==> config.mk <==
export PLATFORM = sky130hd
export DESIGN_NAME = alu_mul_seq_flat
export DESIGN_NICKNAME = d
export VERILOG_FILES = /design/src/rtl/alu_mul_seq_if.sv /design/src/rtl/alu_mul_seq.sv /design/src/flat_wrapper.sv
export SDC_FILE = /design/constraint.sdc
export NUM_CORES = 1
export LEC_CHECK = 0
export ABC_AREA = 1
export CAP_MARGIN = 10
export CORE_MARGIN = 2
export CORE_UTILIZATION = 45
export CTS_CLUSTER_DIAMETER = 100
export DETAILED_ROUTE_END_ITERATION = 6
export HOLD_SLACK_MARGIN = 0.15
export PLACE_DENSITY = 0.73
export SYNTH_ARGS = -nofsm -noshare
export SYNTH_HDL_FRONTEND = slang
export SYNTH_SLANG_ARGS = --single-unit
==> constraint.sdc <==
create_clock -name clk -period 3.2 [get_ports clk]
set_input_delay 0.64 -clock clk [delete_from_list [all_inputs] [get_ports clk]]
set_output_delay 0.64 -clock clk [all_outputs]
set_load 0.02 [all_outputs]
==> src/rtl/alu_mul_seq_if.sv <==
// Request/response bundle between the execute-stage controller and the
// shift-and-add multiply sequencer.
interface alu_mul_seq_if;
    logic        start;
    logic [15:0] op_a;
    logic [15:0] op_b;
    logic        busy;
    logic        done;
    logic [15:0] product;
    logic        ofl;

    modport master (
        output start, op_a, op_b,
        input  busy, done, product, ofl
    );

    modport slave (
        input  start, op_a, op_b,
        output busy, done, product, ofl
    );
endinterface

==> src/rtl/alu_mul_seq.sv <==
// Unsigned 16x16 multiply (low 16 bits + exact overflow) built as a
// shift-and-add loop that borrows the shared execute-stage ALU one op per cycle.
module alu_mul_seq (
    input  logic          clk,
    input  logic          rst_n,
    alu_mul_seq_if.slave  bus,
    output logic          alu_own,
    output logic [15:0]   alu_a,
    output logic [15:0]   alu_b,
    output logic [2:0]    alu_op,
    output logic          alu_cin,
    output logic          alu_inva,
    output logic          alu_invb,
    output logic          alu_sign,
    input  logic [15:0]   alu_out,
    input  logic          alu_ofl,
    input  logic          alu_z
);
    localparam logic [2:0] OP_NONE = 3'd0;
    localparam logic [2:0] OP_SLL  = 3'd1;
    localparam logic [2:0] OP_SRL  = 3'd3;
    localparam logic [2:0] OP_ADD  = 3'd4;

    typedef enum logic [2:0] {S_IDLE, S_ADD, S_SHM, S_SHQ, S_DONE} state_t;

    state_t      state_reg, state_next;
    logic [15:0] acc_reg, acc_next;
    logic [15:0] mcand_reg, mcand_next;
    logic [15:0] mplier_reg, mplier_next;
    logic        ofl_r_reg, ofl_r_next;

    logic        busy_reg, done_reg, ofl_reg, alu_own_reg;
    logic [15:0] product_reg, alu_a_reg, alu_b_reg;
    logic [2:0]  alu_op_reg;

    always_comb begin
        state_next  = state_reg;
        acc_next    = acc_reg;
        mcand_next  = mcand_reg;
        mplier_next = mplier_reg;
        ofl_r_next  = ofl_r_reg;
        case (state_reg)
            S_IDLE: begin
                if (bus.start) begin
                    acc_next    = 16'd0;
                    mcand_next  = bus.op_a;
                    mplier_next = bus.op_b;
                    ofl_r_next  = 1'b0;
                    if (bus.op_b == 16'd0)
                        state_next = S_DONE;
                    else if (bus.op_b[0])
                        state_next = S_ADD;
                    else
                        state_next = S_SHM;
                end
            end
            S_ADD: begin
                acc_next   = alu_out;
                ofl_r_next = ofl_r_reg | alu_ofl;
                state_next = S_SHM;
            end
            S_SHM: begin
                mcand_next = alu_out;
                // A multiplicand bit shifted out only matters if a higher
                // multiplier bit is still going to add it in.
                if (mcand_reg[15] && (mplier_reg[15:1] != 15'd0))
                    ofl_r_next = 1'b1;
                state_next = S_SHQ;
            end
            S_SHQ: begin
                mplier_next = alu_out;
                if (alu_z)
                    state_next = S_DONE;
                else if (alu_out[0])
                    state_next = S_ADD;
                else
                    state_next = S_SHM;
            end
            S_DONE:  state_next = S_IDLE;
            default: state_next = S_IDLE;
        endcase
    end

    // Outputs are registered from the next-state values so that the ALU drive
    // seen in each state is already stable at the start of that cycle.
    always_ff @(posedge clk or negedge rst_n) begin
        if (!rst_n) begin
            state_reg   <= S_IDLE;
            acc_reg     <= 16'd0;
            mcand_reg   <= 16'd0;
            mplier_reg  <= 16'd0;
            ofl_r_reg   <= 1'b0;
            busy_reg    <= 1'b0;
            done_reg    <= 1'b0;
            product_reg <= 16'd0;
            ofl_reg     <= 1'b0;
            alu_own_reg <= 1'b0;
            alu_a_reg   <= 16'd0;
            alu_b_reg   <= 16'd0;
            alu_op_reg  <= OP_NONE;
        end else begin
            state_reg   <= state_next;
            acc_reg     <= acc_next;
            mcand_reg   <= mcand_next;
            mplier_reg  <= mplier_next;
            ofl_r_reg   <= ofl_r_next;
            busy_reg    <= (state_next != S_IDLE);
            done_reg    <= (state_next == S_DONE);
            alu_own_reg <= (state_next == S_ADD) || (state_next == S_SHM) ||
                           (state_next == S_SHQ);
            if (state_next == S_DONE) begin
                product_reg <= acc_next;
                ofl_reg     <= ofl_r_next;
            end
            case (state_next)
                S_ADD: begin
                    alu_a_reg  <= acc_next;
                    alu_b_reg  <= mcand_next;
                    alu_op_reg <= OP_ADD;
                end
                S_SHM: begin
                    alu_a_reg  <= mcand_next;
                    alu_b_reg  <= 16'h0001;
                    alu_op_reg <= OP_SLL;
                end
                S_SHQ: begin
                    alu_a_reg  <= mplier_next;
                    alu_b_reg  <= 16'h0001;
                    alu_op_reg <= OP_SRL;
                end
                default: begin
                    alu_a_reg  <= 16'd0;
                    alu_b_reg  <= 16'd0;
                    alu_op_reg <= OP_NONE;
                end
            endcase
        end
    end

    assign bus.busy    = busy_reg;
    assign bus.done    = done_reg;
    assign bus.product = product_reg;
    assign bus.ofl     = ofl_reg;

    assign alu_own  = alu_own_reg;
    assign alu_a    = alu_a_reg;
    assign alu_b    = alu_b_reg;
    assign alu_op   = alu_op_reg;
    assign alu_cin  = 1'b0;
    assign alu_inva = 1'b0;
    assign alu_invb = 1'b0;
    assign alu_sign = 1'b0;
endmodule

==> src/flat_wrapper.sv <==
// flat-port wrapper written by rule: the top's interface ports become plain ports
module alu_mul_seq_flat 
  (clk, rst_n, alu_own, alu_a, alu_b, alu_op, alu_cin, alu_inva, alu_invb, alu_sign, alu_out, alu_ofl, alu_z, bus_start, bus_op_a, bus_op_b, bus_busy, bus_done, bus_product, bus_ofl);
  alu_mul_seq_if bus_i ();
  input  logic clk;
  input  logic rst_n;
  output logic alu_own;
  output logic [15:0] alu_a;
  output logic [15:0] alu_b;
  output logic [2:0] alu_op;
  output logic alu_cin;
  output logic alu_inva;
  output logic alu_invb;
  output logic alu_sign;
  input  logic [15:0] alu_out;
  input  logic alu_ofl;
  input  logic alu_z;
  input wire logic [$bits(bus_i.start)-1:0] bus_start;
  input wire logic [$bits(bus_i.op_a)-1:0] bus_op_a;
  input wire logic [$bits(bus_i.op_b)-1:0] bus_op_b;
  output wire logic [$bits(bus_i.busy)-1:0] bus_busy;
  output wire logic [$bits(bus_i.done)-1:0] bus_done;
  output wire logic [$bits(bus_i.product)-1:0] bus_product;
  output wire logic [$bits(bus_i.ofl)-1:0] bus_ofl;
  assign bus_i.start = bus_start;
  assign bus_i.op_a = bus_op_a;
  assign bus_i.op_b = bus_op_b;
  assign bus_busy = bus_i.busy;
  assign bus_done = bus_i.done;
  assign bus_product = bus_i.product;
  assign bus_ofl = bus_i.ofl;
  alu_mul_seq u_core (.clk(clk), .rst_n(rst_n), .bus(bus_i), .alu_own(alu_own), .alu_a(alu_a), .alu_b(alu_b), .alu_op(alu_op), .alu_cin(alu_cin), .alu_inva(alu_inva), .alu_invb(alu_invb), .alu_sign(alu_sign), .alu_out(alu_out), .alu_ofl(alu_ofl), .alu_z(alu_z));
endmodule
==> out/metrics.yaml <==
synth_seq_area_share_pct: 55.4
drv_slew: 0
fp.dieW_um: 108
ctsHoldBuffers: 0
grt_pass1_vias: 4245
cts_tree: "yes"
path_class: "reg2reg"
critPathMaxFanout: 22
layout.nets: 735
yosysMostFrequentCell: "nand2_1"
fmax_mhz: 429
status: "completed"
synth_edf_count: 0
period_needed_ns: 2.33
start_kind: "register"
power.density_nw_per_um2: 992
firstDrtPassIters: 5
tns_ns: 0
final_antenna_net_count: 0
postCtsResizedCells: 0
fin_crit_sh_pct: 72.9
drt-total-wl_um: 14300
slew_headroom_pct: 30.7
port_buffers: 107
cts_max_level: 3
synth_cells: 583
rsz0062_at_grt: "false"
die_h_um: 108
cp_common_cell: "nand2_1"
finalHoldViolCount: 0
hp-class: "in2async"
clk_pin_slew_worst_paths_ns: 0.11
synth_top_cell_area_share_pct: 55.4
drive_above_1_share_pct: 6.70
tightest_slew_ns: 1.03
cts_setup_buffers: 0
vdd_ir_drop_max_v: 0.000515
slowest_stage: "dfrtp_1"
crit_family: "buffers and inverters"
wire_per_inst_um: 17.4
cp.required_ns: 3.51
setup_viol: 0
clock_skew_ns: 0.0109
post_drt_via_cell_ratio: 5.27
max-cap-violations: 0
syn_avg_cell_area_um2: 8.29
finalWeightedCongestion: 0.927
vias: 4335
coreArea_um2: 10400
first_iter_violations: 256
cp_slowest_stage_delay_ns: 0.60
ioPinCount: 112
drc: 0
ys.flop_type: "dfrtp_1"
crit_arrival_ns: 2.65
grt_pass1_wl_um: 22900
overflow: 0
antenna_cells: 0
hpwl_um: 10300
ys_ff_latch: 107
cts_made_buffers: 9
crit_buf_inv: 4
ys_types: 29
clk_latency_ns: 0.38
synth.area.top_cells: "dfrtp_1, nand2_1, nand3_1, inv_1, nor2_1"
holdWs_ns: 0.281
clock-sinks: 107
antenna_found_initial: 0
grt_usage_pct: 26.4
synthTopCellsByCount: "nand2_1, dfrtp_1, nand3_1, inv_1, nor2_1"
rows: 37
synth-async-reset-ratio_pct: 100
start_util_pct: 46.6
p_leak_nw: 3.13
crit_path_cell_trace: "buf_4, nand3_4, inv_4, nand2_2, nand2_2, buf_4, nand2_1, nand2_1, inv_1, nand2_1"
cts.root.buffer_cell: "clkbuf_8"
synth_top_cell_by_area: "dfrtp_1"
clockBufferDepth: 2
die_area_um2: 11600
netlist_area_um2: 4830
yosys_warnings: 0
area_growth_pct: 27.6
endpoint_kind: "register"
grt_max_degree: 54
[logic make-up after synthesis]
logic type | after synthesis | synth area share (%)
buffers and inverters | 76 | 7.12
AO/OA/AOI/OAI | 52 | 6.76
flip-flops | 107 | 55.4
other | 1 | 0.0776
AND/OR/NAND/NOR | 347 | 30.6
[final cells by class]
class	instances	area [um2]
timing repair buffer	113	1130
fill	973	4210
clock buffer	10	128
multi-input combinational	403	1820
sequential	107	2680
clock inverter	6	57.6
tap	136	170
inverter	48	183
[final timing paths]
path | start | end | slack [ns] | depth (start not counted)
max | u_core.state_reg[1]$_DFF_PN0_ | u_core.alu_a[1]$_DFF_PN0_ | 0.87 | 10
min | rst_n | u_core.alu_a[3]$_DFF_PN0_ | 0.28 | 1
max reg2reg | u_core.state_reg[1]$_DFF_PN0_ | u_core.alu_a[1]$_DFF_PN0_ | 0.87 | 10
min reg2reg | u_core.bus.product[12]$_DFFE_PN0P_ | u_core.bus.product[12]$_DFFE_PN0P_ | 0.48 | 2
max in group asynchronous | rst_n | u_core.alu_b[0]$_DFF_PN0_ | 2.20 | 2
min in group clk | u_core.bus.product[12]$_DFFE_PN0P_ | u_core.bus.product[12]$_DFFE_PN0P_ | 0.48 | 2
[cells in the final DEF, fill, tap and decap left out, types with 3 or more instances in the layout]
cell type	instances
nor2_4	3
clkinv_4	4
o211ai_1	4
clkdlybuf4s50_1	106
nand4_1	14
conb_1	4
a21oi_1	24
nand2_1	232
buf_4	6
nor2_1	36
nand2_2	6
inv_1	38
clkbuf_8	9
dfrtp_1	107
inv_2	8
o21ai_0	3
o221ai_1	4
a21boi_0	12
nand3_1	51
[metrics by stage]
stage	std cells	area (um2)	utilization [%]	total power, mW	setup slack (ns)
2_1_floorplan	586	4840	-	4.15	1.62
3_3_place_gp	807	5980	57.6	5.25	0.621
3_5_place_dp	807	5980	57.6	5.31	0.523
4_1_cts	823	6160	59.4	6.12	0.908
5_1_grt	823	6160	59.4	6.57	0.732
6_report	823	6160	59.4	6.12	0.867
[power breakdown]
part	internal [mW]	leakage (nW)	total [mW]	switching, mW
clock network	0.301	0.0945	0.819	0.518
registers	1.93	1.37	2.24	0.312
logic	1.09	1.67	3.05	1.96
total	3.33	3.13	6.12	2.79
[layer usage]
layer / GRT usage [%] / vias to the layer above / wire, um
li1: - / 2029 / -
met1: 36.5 / 2090 / 6140
met2: 40.6 / 184 / 6700
met3: 5.87 / 32 / 996
met4: 10.3 / 0 / 493
met5: 0 / - / 0
Power figures use the tool's default switching activity.
